===== src/rtl/piso_serializer.sv =====
// Parallel-in/serial-out serializer with a valid/ready load port and a shift-enable stall.
// Back-to-back words reload on the last bit so the serial stream has no idle gap.
module piso_serializer #(
    parameter int WIDTH     = 8,
    parameter bit MSB_FIRST = 1'b1
) (
    input  logic             i_clk,
    input  logic             i_rst,
    input  logic [WIDTH-1:0] i_data,
    input  logic             i_load_valid,
    output logic             o_load_ready,
    input  logic             i_shift_en,
    output logic             o_out,
    output logic             o_out_valid,
    output logic             o_last,
    output logic             o_busy
);

    localparam int CW = $clog2(WIDTH);
    localparam logic [CW-1:0] LAST_CNT = CW'(WIDTH - 1);

    typedef enum logic {
        S_IDLE,
        S_SHIFT
    } state_e;

    state_e           state_q, state_d;
    logic [WIDTH-1:0] sreg_q, sreg_d;
    logic [CW-1:0]    cnt_q, cnt_d;
    logic [WIDTH-1:0] sreg_shifted;
    logic             last;
    logic             accept;

    assign last         = (state_q == S_SHIFT) && (cnt_q == LAST_CNT);
    assign o_load_ready = ~i_rst & ((state_q == S_IDLE) | (last & i_shift_en));
    assign accept       = i_load_valid & o_load_ready;

    assign o_busy      = (state_q == S_SHIFT);
    assign o_out_valid = o_busy;
    assign o_last      = last;
    assign o_out       = o_busy & (MSB_FIRST ? sreg_q[WIDTH-1] : sreg_q[0]);

    // Zero fill from the end opposite the output bit.
    assign sreg_shifted = MSB_FIRST ? {sreg_q[WIDTH-2:0], 1'b0}
                                    : {1'b0, sreg_q[WIDTH-1:1]};

    always_comb begin
        state_d = state_q;
        sreg_d  = sreg_q;
        cnt_d   = cnt_q;
        case (state_q)
            S_IDLE: begin
                if (accept) begin
                    sreg_d  = i_data;
                    cnt_d   = '0;
                    state_d = S_SHIFT;
                end
            end
            S_SHIFT: begin
                if (i_shift_en) begin
                    if (!last) begin
                        sreg_d = sreg_shifted;
                        cnt_d  = cnt_q + 1'b1;
                    end else if (accept) begin
                        sreg_d = i_data;
                        cnt_d  = '0;
                    end else begin
                        sreg_d  = '0;
                        cnt_d   = '0;
                        state_d = S_IDLE;
                    end
                end
            end
            default: begin
                sreg_d  = '0;
                cnt_d   = '0;
                state_d = S_IDLE;
            end
        endcase
    end

    always_ff @(posedge i_clk or posedge i_rst) begin
        if (i_rst) begin
            state_q <= S_IDLE;
            sreg_q  <= '0;
            cnt_q   <= '0;
        end else begin
            state_q <= state_d;
            sreg_q  <= sreg_d;
            cnt_q   <= cnt_d;
        end
    end

endmodule


===== config.mk =====
export PLATFORM = sky130hd
export DESIGN_NAME = piso_serializer
export DESIGN_NICKNAME = d
export VERILOG_FILES = /design/src/rtl/piso_serializer.sv
export SDC_FILE = /design/constraint.sdc
export NUM_CORES = 1
export LEC_CHECK = 0
export CORE_MARGIN = 2
export CORE_UTILIZATION = 49
export CTS_BUF_LIST = sky130_fd_sc_hd__clkbuf_16
export DETAILED_ROUTE_END_ITERATION = 6
export GPL_TIMING_DRIVEN = 0
export PLACE_DENSITY = 0.88
export SYNTH_ARGS = -nofsm -noshare
export SYNTH_HDL_FRONTEND = slang
export SYNTH_SLANG_ARGS = --single-unit

===== constraint.sdc =====
create_clock -name i_clk -period 3.3 [get_ports i_clk]
set_clock_uncertainty 0.15 [all_clocks]
set_input_delay 0.66 -clock i_clk [delete_from_list [all_inputs] [get_ports i_clk]]
set_output_delay 0.66 -clock i_clk [all_outputs]
set_load 0.05 [all_outputs]

==> run metrics <==
share of layout cells above drive strength 1=9.30%; Cell Pwr Density=926 nW/um^2; crit end category=primary output; RSZ-0062 raised after global routing=no; GRT Overall Usage=about 22%; postcts setup bufs=0; antenna-violating nets left=0; critical path depth in cells=4; commonest non-fill, non-tap cells in the layout=clkdlybuf4s50_1 (16), dfrtp_1 (12), nand2_1 (8); Tightest Pin Transition=0.496 ns; Fillers=92; Post-Syn Area=639 sq um; FF-to-FF setup slack=~1.4 ns; total power=0.000828 W; RePlAce Congestion=0.683; global-route wire length before repair=2.26 mm; largest net degree at the start of global routing=14; Int Pwr=0.000523 W; family with the most delay on the worst path=buffers and inverters; DRC errors left=0; fmax=326 MHz; TritonCTS Buffers=3; slew margin rel.=about two thirds; H-tree depth=1; CP Buf/Inv Count=2; Max VDD drop=approximately 0.49 mV; Max stage delay on crit path=0.82 ns; Yosys reg bits=12; cell mode on critical path=clkdlybuf4s50_1; Lkg Pwr=between 0.3 and 0.4 nW; switching share of power=36.8%; drt total wl=1.48 mm; final hold violation count=0; critical path arrival=approximately 2.3 ns; crit-path cells=clkdlybuf4s50_1 -> nand2_1 -> a21oi_1 -> clkdlybuf4s50_1; Layout area overhead=39.7%; max-cap violation count=0; die width=40.1 um; Layout Nets=between 100 and 150; Reg power frac=31.6%; Syn. warnings=0; storage element area=300 sq um; clock share of power=26.1%; initial core utilization=51.0%; Seq/Total Area, Yosys=47.0%; Cells after Synth=67; Slew Viols, Final=0; worst-path fanout max=5; Placed Cells=98; Min Clock Period, post-route=3.07 ns; Setup-failing EPs final=0; Finished Layout Cells=101; CTS tree=done; GR Overflow Total=0; post-CTS resize count=0; vias post-DR=575; crit share post-route=93.0%; commonest non-fill, non-tap cell in the layout=clkdlybuf4s50_1; ANT cells=0; DRT iter0 DRCs=4; die height=~40 um; Core ar.=about 1300 sq um; Hold Crit Class=register to register; status=complete, no violations; combinational power share=42.2%; Hold Crit Depth=1; initial antenna violation count=0; Row Count=13; Worst-Skew Late Latency=approximately 0.24 ns; Bufs on Longest Clock Path=2; synth unique cells=23; Fin Hold WS=0.349 ns; drt pass-1 iters=4; CTS clk-pin slew, worst paths=~0.040 ns; vias in the first global route=501; crit path kind=primary input to primary output; Mean Syn Cell Area=9.54 sq um; Setup TNS=0 ns; clock sink total=12; Slowest cell on crit path=clkdlybuf4s50_1; DPL Wire Length=1.01 mm; Root Driver=clkbuf_16; DR vias/cell=about 5.7; Port-buffer cells=16; hold buffers post-CTS=0; IO Pins=17; CP required=2.49 ns; Worst Reg-to-Reg Cells=6; DIE AREA=1610 sq um; wire per inst=14.7 um; Synth Net Count=81; kind of start point of the critical path=primary input; Multi-input gate area=just under 300 sq um; switching power=0.000305 W
-- cells in the mapped netlist, drive strengths merged --
cell type   n  share of area [%]
ha          2                3.9
dfrtp      12                 47
nor2b       1               0.98
a22o        1                1.4
nor3b       1                2.9
a31oi       7                6.8
o21ai       8                6.3
or2         1               0.98
clkbuf      1               0.78
and4b       1                1.6
nor3        7                5.5
nand2       8                4.7
inv         3                1.8
o22a        1                1.4
o221ai      1                1.4
a21oi       1               0.78
and2        3                2.9
nor2        2                1.2
buf         4                4.7
a32o        2                3.1
-- cells by family after synthesis --
group                    Yosys count  synth area share [%]
AND/OR/NAND/NOR                   24                  20.7
adder cells (fa/ha/maj)            2                  3.91
flip-flops                        12                  47.0
buffers and inverters              8                  7.24
AO/OA/AOI/OAI                     21                  21.1
-- through the flow --
stage          instance area, sq um  utilization [%]  setup slack [ns]
2_1_floorplan                   639                -             0.946
3_3_place_gp                    818             65.3             0.244
3_5_place_dp                    818             65.3             0.229
4_1_cts                         893             71.3             0.228
5_1_grt                         893             71.3             0.141
6_report                        893             71.3             0.231
-- state kept, by name, indices dropped and copies added, names as in the netlist --
| register | flops |
|---|---|
| sreg_q | 8 |
| o_busy | 1 |
| cnt_q | 3 |
-- power groups by stage --
stage                     logic [W]  registers, W  clock network [W]
after floorplan            0.000243      0.000262                  0
after global placement     0.000331      0.000256                  0
after detailed placement   0.000346      0.000261                  0
after CTS                  0.000350      0.000261           0.000218
after global routing       0.000383      0.000268           0.000226
final                      0.000350      0.000262           0.000216
-- routing by layer --
layer  up-vias  part of all wire (%)  GRT usage, %
met5         -                     0             0
met4         0                   1.6          10.3
met3         4                   4.2          5.56
met2        19                    51          35.1
met1       269                    43          27.9
li1        283                     -             -
-- worst paths after layout --
kind                            start      endpoint
max                        i_shift_en  o_load_ready
min                          cnt_q[2]      cnt_q[2]
max reg2reg                  cnt_q[0]     sreg_q[6]
min reg2reg                  cnt_q[2]      cnt_q[2]
max in group asynchronous       i_rst     sreg_q[2]
min in group asynchronous       i_rst      cnt_q[2]
-- layout make-up --
class | count | area share, %
plain buffers | 5 | 3.92
clock buffers | 3 | 8.40
inverters | 3 | 1.26
multi-input cells | 47 | 32.8
flip-flops and latches | 12 | 33.6
well taps | 15 | 2.10
repair buffers | 16 | 17.9
Note: power is estimated with default switching activity, not from simulation.
==> RTL change: new RTL, config.mk and constraints unchanged <==
Set the parameter `WIDTH` to 16 (it was 8).
--- a/src/rtl/piso_serializer.sv
+++ b/src/rtl/piso_serializer.sv
@@ -1,7 +1,7 @@
 // Parallel-in/serial-out serializer with a valid/ready load port and a shift-enable stall.
 // Back-to-back words reload on the last bit so the serial stream has no idle gap.
 module piso_serializer #(
-    parameter int WIDTH     = 8,
+    parameter int WIDTH     = 16,
     parameter bit MSB_FIRST = 1'b1
 ) (
     input  logic             i_clk,
Ports: changed (resized i_data); port bits go from 17 to 25. The function was not compared with the original's and may differ.
==> RTL change against the original RTL <==
- area after synthesis up 61%
- sequential cell count grew 9
- final cell count increased by 40%
- total power grew 15%
- clock power grew 14%
- routed wire length increased by 36%
- global-route usage is 3.2 points lower
- final area rose by 55%
- combinational power shrank 15%
- register-to-register slack lost 0.07 ns
- setup slack got worse by 0.064 ns
- critical path type unchanged
- critical endpoint unchanged
- largest power group is now sequential cells
==> RTL change: results (changes against the original RTL) <==
Status -> complete, no violations (unchanged)
Placed cell area -> 1310 µm² (was 818 µm²)
Dpl hpwl -> 1.44 mm (was 1.01 mm)
Met1 WL -> 960 µm (was 637 µm)
Reg2Reg Launch Point -> o_busy (was cnt_q[0])
Cell variety after synth -> 26 (was 23)
WL met3 -> 91 µm (was 63 µm)
Post-synthesis sequential area ratio -> 51.0% (was 47.0%)
Met2 WL -> 945 µm (was 758 µm)
Final std cells w/o fill -> 141 (was 101)
Wirelength per Cell -> 14.3 µm (was 14.7 µm)
P_leak -> 0.682 nW (was 0.382 nW)
Post-CTS sizing -> 0 (unchanged)
Yosys Warn Count -> 0 (unchanged)
Reg2reg end -> sreg_q[2] (was sreg_q[6])
Post-Synth Adder-Cell Area -> 1.21% (was 3.91%)
M1 GR Usage -> 24.3% (was 27.9%)
Hold depth -> 1 (unchanged)
Worst VDD drop -> 0.398 mV (was 0.495 mV)
DR iter-0 viols -> 10 (was 4)
IO buf count -> 24 (was 16)
R2r setup slk -> 1.35 ns (was 1.42 ns)
Post-route setup slack -> 0.167 ns (was 0.231 ns)
Vias in the first global route -> 811 (was 501)
First-pass GRT wire length -> 3.59 mm (was 2.26 mm)
Gpl congestion -> 0.777 (was 0.683)
Pin count of the biggest net entering global routing -> 22 (was 14)
Synth top area cells -> dfrtp_1 (51%), and3_1 (7.9%), a221o_1 (7.8%), a221o_2 (7.6%), buf_6 (3.3%) (was dfrtp_1 (47%), a31oi_1 (6.8%), nor3_1 (5.5%), o21ai_0 (5.5%), nand2_1 (4.7%))
Largest register FFs -> 16 (was 8)
Post-synth top cells -> dfrtp_1 (21), and3_1 (13), a221o_1 (8) (was dfrtp_1 (12), nand2_1 (8), a31oi_1 (7), nor3_1 (7), o21ai_0 (7))
Syn avg cell area -> 12.0 µm² (was 9.54 µm²)
Mux contribution to synthesized area -> 1.09% (was 0%)
Syn Nets -> 107 (was 81)
Met2 Usage GRT -> 31.3% (was 35.1%)
Layout cell share with drive strength beyond 1 -> 21.1% (was 9.30%)
Routing usage on met3 -> 3.94% (was 5.56%)
Avg Vias per Cell -> 5.67 (was 5.69)
CP endpoint -> o_load_ready (unchanged)
Worst Path Arrival -> 2.32 ns (was 2.26 ns)
Relative slew margins -> 47.3% (was 66.8%)
Overall Global Routing Usage -> 18.9% (was 22.1%)
Synth Area in Compound Gates -> 20.5% (was 21.1%)
Critical Path Fanout Max -> 4 (was 5)
RTL change: cell type report:
cell class | instances | area, µm²
clock inverter | 1 | 3.75
fill | 148 | 598
clock buffer | 3 | 75.1
tap | 27 | 33.8
inverter | 2 | 7.51
multi-input combinational | 55 | 427
buffer | 8 | 71.3
timing repair buffer | 24 | 240
sequential | 21 | 526
RTL change: where the power goes:
group | switching [mW] | leakage, nW | internal [mW]
registers | 0.0606 | 0.278 | 0.348
clock network | 0.0856 | 0.0423 | 0.161
logic | 0.133 | 0.362 | 0.165
RTL change: how the worst min path moves through the flow:
stage | from | end | slack, ns
5_1_grt | sreg_q[0] | sreg_q[0] | 0.37
6_report | sreg_q[0] | sreg_q[0] | 0.35
2_1_floorplan | sreg_q[0] | sreg_q[0] | 0.32
3_3_place_gp | sreg_q[0] | sreg_q[0] | 0.33
3_5_place_dp | sreg_q[0] | sreg_q[0] | 0.33
4_1_cts | sreg_q[0] | sreg_q[0] | 0.35
